==> src/rtl/uart_pkg.sv <==
// Shared UART definitions: frame states, line levels and baud divider.
// Used by the transmitter and receiver.
package uart_pkg;

  typedef enum logic [2:0] {
    IDLE,
    START,
    DATA,
    PARITY,
    STOP
  } state_e;

  localparam logic START_BIT = 1'b0;
  localparam logic STOP_BIT  = 1'b1;
  localparam logic IDLE_LINE = 1'b1;

  function automatic int baud_div(
    input int clk_frq,
    input int baud_rate
  );
    return clk_frq / baud_rate;
  endfunction

endpackage

==> src/rtl/uart_baud_gen.sv <==
// Baud counter 0..BAUD_DIV-1; restart realigns it to a new frame.
// tick marks the last cycle of a bit; tick_next predicts it one cycle early.
module uart_baud_gen
  import uart_pkg::*;
#(
  parameter int BAUD_DIV = 16
) (
  input  logic clk,
  input  logic areset_n,
  input  logic restart,
  output logic tick,
  output logic tick_next
);

  localparam int W = (BAUD_DIV > 1) ? $clog2(BAUD_DIV) : 1;
  localparam logic [W-1:0] LAST = W'(BAUD_DIV - 1);

  logic [W-1:0] cnt_q;
  logic [W-1:0] cnt_d;

  // Wrap at the last count; a restart forces the count back to zero.
  always_comb begin
    cnt_d = cnt_q + 1'b1;
    if (cnt_q == LAST) cnt_d = '0;
    if (restart) cnt_d = '0;
  end

  // Counter register.
  always_ff @(posedge clk) begin
    if (!areset_n) cnt_q <= '0;
    else           cnt_q <= cnt_d;
  end

  assign tick      = (cnt_q == LAST);
  assign tick_next = (cnt_d == LAST);

endmodule

==> src/rtl/uart_tx.sv <==
// UART transmitter: start bit, BYTE data bits LSB first, stop bit.
// Define UART_TX_PARITY_EN to insert an even parity bit before stop.
module uart_tx
  import uart_pkg::*;
#(
  parameter int CLK_FRQ   = 250000000,
  parameter int BAUD_RATE = 115200,
  parameter int BYTE      = 8
) (
  input  logic            clk,
  input  logic            areset_n,
  input  logic            tx_valid,
  input  logic [BYTE-1:0] tx_data,
  output logic            tx_ready,
  output logic            data_out,
  output logic            tx_busy,
  output logic            tx_done
);

  localparam int BAUD_DIV = baud_div(CLK_FRQ, BAUD_RATE);
  localparam int BW = (BYTE > 1) ? $clog2(BYTE) : 1;
  localparam logic [BW-1:0] LAST_BIT = BW'(BYTE - 1);

  if (BAUD_DIV < 2 || BYTE < 1) begin : g_bad_cfg
    $error("uart_tx: need BAUD_DIV >= 2 and BYTE >= 1");
  end

  state_e          state_q, state_d;
  logic [BYTE-1:0] shift_q, shift_d;
  logic [BW-1:0]   bit_q, bit_d;
  logic            line_q, line_d;
  logic            rdy_q, rdy_d;
  logic            busy_q, busy_d;
  logic            done_q, done_d;
  logic            hs;
  logic            tick;
  logic            tick_next;
`ifdef UART_TX_PARITY_EN
  logic            par_q, par_d;
`endif

  assign hs = tx_valid & rdy_q;

  uart_baud_gen #(
    .BAUD_DIV(BAUD_DIV)
  ) u_baud (
    .clk      (clk),
    .areset_n (areset_n),
    .restart  (hs),
    .tick     (tick),
    .tick_next(tick_next)
  );

  // Next-state logic; outputs derive from the next state so they can be registered.
  always_comb begin
    state_d = state_q;
    shift_d = shift_q;
    bit_d   = bit_q;
`ifdef UART_TX_PARITY_EN
    par_d   = par_q;
`endif
    unique case (state_q)
      IDLE: begin
        if (hs) begin
          shift_d = tx_data;
          state_d = START;
`ifdef UART_TX_PARITY_EN
          par_d   = ^tx_data;
`endif
        end
      end
      START: begin
        if (tick) begin
          state_d = DATA;
          bit_d   = '0;
        end
      end
      DATA: begin
        if (tick) begin
          shift_d = shift_q >> 1;
          bit_d   = bit_q + 1'b1;
          if (bit_q == LAST_BIT) begin
`ifdef UART_TX_PARITY_EN
            state_d = PARITY;
`else
            state_d = STOP;
`endif
          end
        end
      end
`ifdef UART_TX_PARITY_EN
      PARITY: begin
        if (tick) state_d = STOP;
      end
`endif
      STOP: begin
        if (tick) state_d = IDLE;
      end
      default: state_d = IDLE;
    endcase

    line_d = IDLE_LINE;
    unique case (state_d)
      START:   line_d = START_BIT;
      DATA:    line_d = shift_d[0];
`ifdef UART_TX_PARITY_EN
      PARITY:  line_d = par_d;
`endif
      STOP:    line_d = STOP_BIT;
      default: line_d = IDLE_LINE;
    endcase

    rdy_d  = (state_d == IDLE);
    busy_d = (state_d != IDLE);
    done_d = (state_d == STOP) && tick_next;
  end

  // State and registered outputs; reset aborts any frame in flight.
  always_ff @(posedge clk) begin
    if (!areset_n) begin
      state_q <= IDLE;
      shift_q <= '0;
      bit_q   <= '0;
      line_q  <= IDLE_LINE;
      rdy_q   <= 1'b1;
      busy_q  <= 1'b0;
      done_q  <= 1'b0;
`ifdef UART_TX_PARITY_EN
      par_q   <= 1'b0;
`endif
    end else begin
      state_q <= state_d;
      shift_q <= shift_d;
      bit_q   <= bit_d;
      line_q  <= line_d;
      rdy_q   <= rdy_d;
      busy_q  <= busy_d;
      done_q  <= done_d;
`ifdef UART_TX_PARITY_EN
      par_q   <= par_d;
`endif
    end
  end

  assign tx_ready = rdy_q;
  assign data_out = line_q;
  assign tx_busy  = busy_q;
  assign tx_done  = done_q;

endmodule

==> config.mk <==
export PLATFORM = sky130hd
export DESIGN_NAME = uart_tx
export DESIGN_NICKNAME = d
export VERILOG_FILES = /design/src/rtl/uart_pkg.sv /design/src/rtl/uart_baud_gen.sv /design/src/rtl/uart_tx.sv
export SDC_FILE = /design/constraint.sdc
export NUM_CORES = 1
export LEC_CHECK = 0
export CORE_MARGIN = 8
export CORE_UTILIZATION = 45
export CTS_CLUSTER_DIAMETER = 150
export DETAILED_ROUTE_END_ITERATION = 6
export DONT_BUFFER_PORTS = 1
export GPL_TIMING_DRIVEN = 0
export MAX_ROUTING_LAYER = met4
export PLACE_DENSITY_LB_ADDON = 0.15
export SYNTH_ARGS = -nofsm -noshare
export SYNTH_HDL_FRONTEND = slang
export SYNTH_SLANG_ARGS = --single-unit
export TNS_END_PERCENT = 50
==> constraint.sdc <==
create_clock -name clk -period 5.64 [get_ports clk]
set_input_delay 0.282 -clock clk [delete_from_list [all_inputs] [get_ports clk]]
set_output_delay 0.282 -clock clk [all_outputs]
set_load 0.005 [all_outputs]
==> impl_metrics.py, run 1 <==
metrics = {
    "die": {
        "die_w_um": 74,
        "num_io_pins": 15,
        "die_area_um2": 5480,
        "start_util_pct": 46.1,
        "core_um2": 3280,
        "die_y_um": 74,
        "rows": 21,
    },
    "power": {
        "pwr-share-comb_pct": 7.2,
        "leakage_nw": 0.564,
        "p_seq_share_pct": 52.3,
        "sw_frac_of_total_pct": 22.0,
        "p_int_mw": 0.336,
        "fin_total_pwr_mw": 0.430,
        "pwr-share-clk_pct": 40.5,
        "peakVddDrop_v": 0.000122,
        "p_switching_mw": 0.0947,
        "powerDensity_nw_per_um2": 260,
    },
    "timing": {
        "slew_headroom_pct": 63.3,
        "whs_ns": 0.0990,
        "skew_ns": 0.0127,
        "hold_viol_final": 0,
        "setup_ws_ns": 3.54,
        "slew_violations": 0,
        "period_share_pct": 37.2,
        "worst_slew_pin_slew_ns": 0.549,
        "setup_viol": 0,
        "setup_tns_ns": 0,
        "grt_setup_unrepaired": "no",
        "min_period_ns": 2.10,
        "fmax_ghz": 0.477,
    },
    "routing": {
        "antenna_left": 0,
        "drtIter0Drc": 120,
        "routed_wl_um": 3090,
        "num_vias": 1238,
        "wl_per_cell_um": 14.0,
        "drc": 0,
        "viasPerCell": 5.60,
        "drtPass1Iterations": 4,
    },
    "layout": {
        "syn2layout_area_growth_pct": 9.17,
        "drive_above_1_share_pct": 10.9,
        "fin_nets": 190,
        "post-route-util_pct": 50.3,
        "diodes": 0,
        "final_cells": 221,
        "final_cell_area_um2": 1650,
    },
    "yosys": {
        "synth_xor_area_share_pct": 4.63,
        "synth_top_family_by_area": "simple AND/OR/NAND/NOR gates",
        "ys_types": 46,
        "netlist_instances": 168,
        "synth_seq_cells": 30,
        "synth_seq_area_share_pct": 39.7,
        "yosys_warnings": 0,
        "synth_nets": 183,
        "synth_compound_area_share_pct": 16.7,
        "synth-async-reset-ratio_pct": 0,
        "synth_flop_cell": "dfxtp_1",
        "synth_mux_area_share_pct": 0.661,
        "synth_adder_area_share_pct": 3.31,
        "yosys.area_share.simple_pct": 31.2,
        "synth-edff-count": 0,
        "syn_avg_cell_area_um2": 9.01,
        "syn-cell-area_um2": 1510,
    },
    "critical_path": {
        "crit_start": "u_baud.cnt_q[0]",
        "end_kind": "flip-flop",
        "start_kind": "flip-flop",
        "critPathMaxFanout": 9,
        "r2r_slack_ns": 3.54,
        "required_ns": 5.85,
        "worstReg2RegEnd": "data_out",
        "r2r_cells": 7,
        "crit_end": "data_out",
        "worst-endpoint-arrival_ns": 2.31,
        "rr_startpoint": "u_baud.cnt_q[0]",
        "worst-setup-path-type": "reg -> reg",
    },
    "placed_design": {
        "port_buffers": 0,
        "gp_congestion": 0.824,
        "dp_slack_ns": 3.55,
        "dpl_cell_area_um2": 1570,
        "hpwl_um": 2300,
        "dp.cells": 214,
    },
    "clocking": {
        "cts_hold_buf": 0,
        "clkLatencyLatePin_ns": 0.32,
        "cts_buffer_depth": 2,
        "cts_resized": 0,
        "cts-root-buf": "clkbuf_4",
        "cts_tree": "built",
        "htreeDepth": 2,
        "cts_setup_buffers": 0,
        "clkTransAtPathRegs_ns": 0.10,
        "cts_made_buffers": 5,
        "cts_sinks": 30,
    },
    "job": {
        "maxCapViolations": 0,
    },
    "global_routing": {
        "grt_max_degree": 11,
        "grt_overflow": 0,
        "grt_pass1_vias": 1124,
        "track_usage_pct": 12.5,
        "grt_pass1_wl_um": 5170,
        "grt_antenna_before_repair": 0,
    },
    "outcome": {
        "status": "finished, final reports clean",
    },
    "worst_hold_path": {
        "hold_start": "areset_n",
        "hold_path_class": "in -> reg",
        "hold_path_depth": 1,
    },
}
## state kept, by name, summed over array words and instances (netlist names)
| signal | flops |
|---|---|
| u_baud.cnt_q | 12 |
| data_out | 1 |
| shift_q | 8 |
| tx_ready | 1 |
| bit_q | 3 |
| tx_busy | 1 |
| tx_done | 1 |
| state_q | 3 |
## worst min-delay path by stage
stage	end	slack, ns
6_report	shift_q[2]	0.1
5_1_grt	shift_q[4]	0.08
4_1_cts	shift_q[2]	0.09
3_5_place_dp	shift_q[2]	0.44
3_3_place_gp	shift_q[2]	0.44
2_1_floorplan	u_baud.cnt_q[6]	0.43
## worst max-delay path: stages (launching register included)
cell,delay [ns]
dfxtp_1,0.43
ha_1,0.20
nor4b_2,0.47
and4_1,0.28
buf_4,0.17
nor2_2,0.09
a211oi_1,0.25
o21ai_0,0.10
## power groups by stage
| stage | Clock (mW) | Sequential (mW) | Combinational (mW) |
|---|---|---|---|
| 3_3_place_gp | 0 | 0.229 | 0.0296 |
| 3_5_place_dp | 0 | 0.230 | 0.0309 |
| 5_1_grt | 0.189 | 0.226 | 0.0348 |
| 6_report | 0.175 | 0.225 | 0.0310 |
| 2_1_floorplan | 0 | 0.228 | 0.0247 |
| 4_1_cts | 0.180 | 0.225 | 0.0309 |
## cell usage after synthesis (3+ instances only)
cell type  count  area share [%]
a21boi_0       7             3.5
a21oi_1        5             1.7
a22oi_1        9             4.5
and2_1         3             1.2
and4_1         3             1.7
clkbuf_1       5             1.2
dfxtp_1       30              40
ha_1           4             3.3
inv_1          3            0.74
nand2_1       12             3.0
nand3_1        7             2.3
nor2_1        15             3.7
nor2b_1        8             3.3
nor3b_1        3             1.5
o21ai_0        5             1.7
or3_1          3             1.2
xnor2_1        3             1.7
xor2_1         5             2.9
## layer usage
| metal | vias to the layer above | track usage [%] | part of all wire (%) |
|---|---|---|---|
| met5 | - | - | 0 |
| met4 | 0 | 5.32 | 1.3 |
| met3 | 5 | 4.99 | 7.2 |
| met2 | 31 | 18.5 | 45 |
| met1 | 580 | 14.6 | 47 |
| li1 | 622 | - | - |
## layout make-up
| cell class | instances | area [um2] |
|---|---|---|
| Inverter | 3 | 11.3 |
| Clock inverter | 1 | 30.0 |
| Clock buffer | 6 | 51.3 |
| Buffer | 9 | 47.5 |
| Fill cell | 315 | 1630 |
| Sequential cell | 30 | 601 |
| Tap cell | 46 | 57.6 |
| Multi-Input combinational cell | 126 | 855 |
## kinds of logic (layout without fill, tap and decap cells)
kind of cell	Yosys count	after routing
AND/OR/NAND/NOR	77	77
XOR/XNOR	8	8
AO/OA/AOI/OAI	36	36
multiplexers	1	1
buffers and inverters	12	19
adder cells (fa/ha/maj)	4	4
flip-flops	30	30
## cell usage in the layout, fill, tap and decap left out, types with 3 or more instances in the layout
cell,netlist,layout
a21boi_0,7,7
a22oi_1,9,9
and2_1,3,3
nor2b_1,8,8
dfxtp_1,30,30
or3_1,3,3
nand2_1,12,12
xor2_1,5,5
xnor2_1,3,3
clkbuf_1,5,5
and4_1,3,3
nand3_1,7,7
nor3b_1,3,3
nor2_1,15,15
o21ai_0,5,5
clkbuf_4,0,5
a21oi_1,5,5
inv_1,3,3
ha_1,4,4
Note: power is estimated with default switching activity, not from simulation.
==> run 2: changes to the inputs <==
==> constraint.sdc (replaced) <==
create_clock -name clk -period 2.1 [get_ports clk]
set_input_delay 0.105 -clock clk [delete_from_list [all_inputs] [get_ports clk]]
set_output_delay 0.105 -clock clk [all_outputs]
set_load 0.005 [all_outputs]
==> run 2 against run 1 <==
Non-clock buffer count grew 2; wire length grew 2.6%; core utilization grew 1.1 points; global-route usage is essentially flat; clock skew grew 0.0012 ns; maximum frequency grew 5.3%; flip-flop and latch count is the same; combinational power grew to 2.9 times the previous value; critical path depth is the same; worst setup slack lost 3.4 ns; die area is the same; highest routed layer unchanged.
==> impl_metrics.py, run 2 (synthesis results as in run 1) <==
metrics = {
    "outcome": {
        "status": "finished, final reports clean",
    },
    "critical_path": {
        "start_kind": "flip-flop",
        "worst-endpoint-arrival_ns": 2.21,
        "end_kind": "flip-flop",
        "rr_startpoint": "u_baud.cnt_q[1]",
        "worstReg2RegEnd": "tx_done",
        "crit_start": "u_baud.cnt_q[1]",
        "r2r_slack_ns": 0.11,
        "r2r_cells": 7,
        "required_ns": 2.32,
        "worst-setup-path-type": "reg -> reg",
        "critPathMaxFanout": 7,
    },
    "routing": {
        "routed_wl_um": 3170,
        "viasPerCell": 5.56,
        "drtIter0Drc": 120,
        "num_vias": 1239,
        "wl_met2_um": 1440,
        "routed.top_layer": "met4",
        "drtPass1Iterations": 4,
        "drc": 0,
        "wl_met1_um": 1460,
        "antenna_left": 0,
        "wl_met3_um": 232,
        "wl_per_cell_um": 14.2,
    },
    "layout": {
        "drive_above_1_share_pct": 12.4,
        "top_register": "u_baud.cnt_q",
        "final_cells": 223,
        "layout_common_cells": "dfxtp_1 (29), nor2_1 (15), nand2_1 (12), a22oi_1 (9), nor2b_1 (8)",
        "diodes": 0,
        "syn2layout_area_growth_pct": 11.7,
        "top_regs": "u_baud.cnt_q: 12 flops, shift_q: 8 flops",
        "layout_commonest_cell": "dfxtp_1",
        "fin_nets": 192,
        "largest_register_ff_count": 12,
    },
    "timing": {
        "min_period_ns": 1.99,
        "period_share_pct": 94.8,
        "setup_tns_ns": 0,
        "skew_ns": 0.0139,
        "slew_violations": 0,
        "fmax_ghz": 0.502,
        "worst_slew_pin_slew_ns": 0.527,
        "grt_setup_unrepaired": "no",
        "slew_headroom_pct": 64.4,
        "setup_viol": 0,
        "hold_viol_final": 0,
    },
    "die": {
        "num_io_pins": 15,
        "rows": 21,
        "start_util_pct": 46.1,
        "die_w_um": 74,
        "die_y_um": 74,
        "die_area_um2": 5480,
        "core_um2": 3280,
    },
    "clocking": {
        "cts_tree": "built",
        "cts-root-buf": "clkbuf_4",
        "clkLatencyLatePin_ns": 0.32,
        "clkTransAtPathRegs_ns": 0.10,
        "cts_made_buffers": 5,
        "cts_setup_buffers": 0,
        "htreeDepth": 2,
        "cts_sinks": 30,
        "cts_buffer_depth": 2,
    },
    "placed_design": {
        "hpwl_um": 2300,
        "gp_congestion": 0.824,
        "dp.cells": 214,
        "port_buffers": 0,
    },
    "power": {
        "peakVddDrop_v": 0.000324,
        "powerDensity_nw_per_um2": 688,
        "leakage_nw": 0.579,
    },
    "global_routing": {
        "grt_pass1_wl_um": 5170,
        "grt_max_degree": 11,
        "grt_pass1_vias": 1131,
        "grt_antenna_before_repair": 0,
        "track_usage_pct": 12.5,
        "grt_overflow": 0,
    },
    "worst_hold_path": {
        "hold_path_end": "shift_q[5]",
        "hold_path_class": "in -> reg",
        "hold_start": "tx_data[5]",
        "hold_path_depth": 2,
    },
    "job": {
        "maxCapViolations": 0,
    },
}
run 2: layout make-up:
cell class	instances	area (um2)
plain buffers	9	48.8
clock buffers	6	51.3
clock inverters	1	30.0
fillers	314	1590
inverters	3	11.3
multi-input cells	126	870
flip-flops and latches	30	602
well taps	46	57.6
repair buffers	2	20.0
run 2: worst max-delay path by stage:
stage / to / slack (ns) / cells after the start
finish: tx_done / 0.11 / 7
global route: data_out / 0.01 / 7
CTS: data_out / 0.003 / 7
detailed placement: data_out / 0.01 / 7
global placement: data_out / 0.07 / 7
floorplan: data_out / 0.32 / 7
run 2: per-stage QoR:
stage                     utilization [%]  power, mW  setup WS, ns  cell area [um2]  hold slack [ns]
after floorplan                         -      0.680         0.324             1510            0.250
after global placement               47.8      0.696        0.0724             1570            0.262
after detailed placement             47.8      0.700        0.0129             1570            0.265
after CTS                            50.9       1.18       0.00299             1670          0.00209
after global routing                 51.5       1.22        0.0142             1690           0.0157
final                                51.5       1.16         0.109             1690           0.0110
run 2: per-layer routing:
metal / vias up / global-route usage (%)
met5: - / -
met1: 582 / 14.5
li1: 624 / -
met3: 5 / 4.85
met2: 28 / 18.8
met4: 0 / 5.32
run 2: critical path, stage by stage, from the launching register on:
cell and delay [ns]:
dfxtp_1 0.37, inv_1 0.05, ha_1 0.19, nor4b_4 0.15, nand3_4 0.14, nand3_2 0.13, or4_1 0.56, nor4_2 0.29
run 2: timing repair:
item / in CTS / in global routing
resized for setup: 0 / 5
hold endpoints to repair: 10 / 0
hold buffers: 2 / 0
setup endpoints to repair: 0 / 16
run 2: power breakdown:
group | total (mW) | switching (mW) | internal, mW
Clock | 0.469 | 0.192 | 0.277
Sequential | 0.605 | 0.0143 | 0.590
Combinational | 0.0893 | 0.0507 | 0.0387
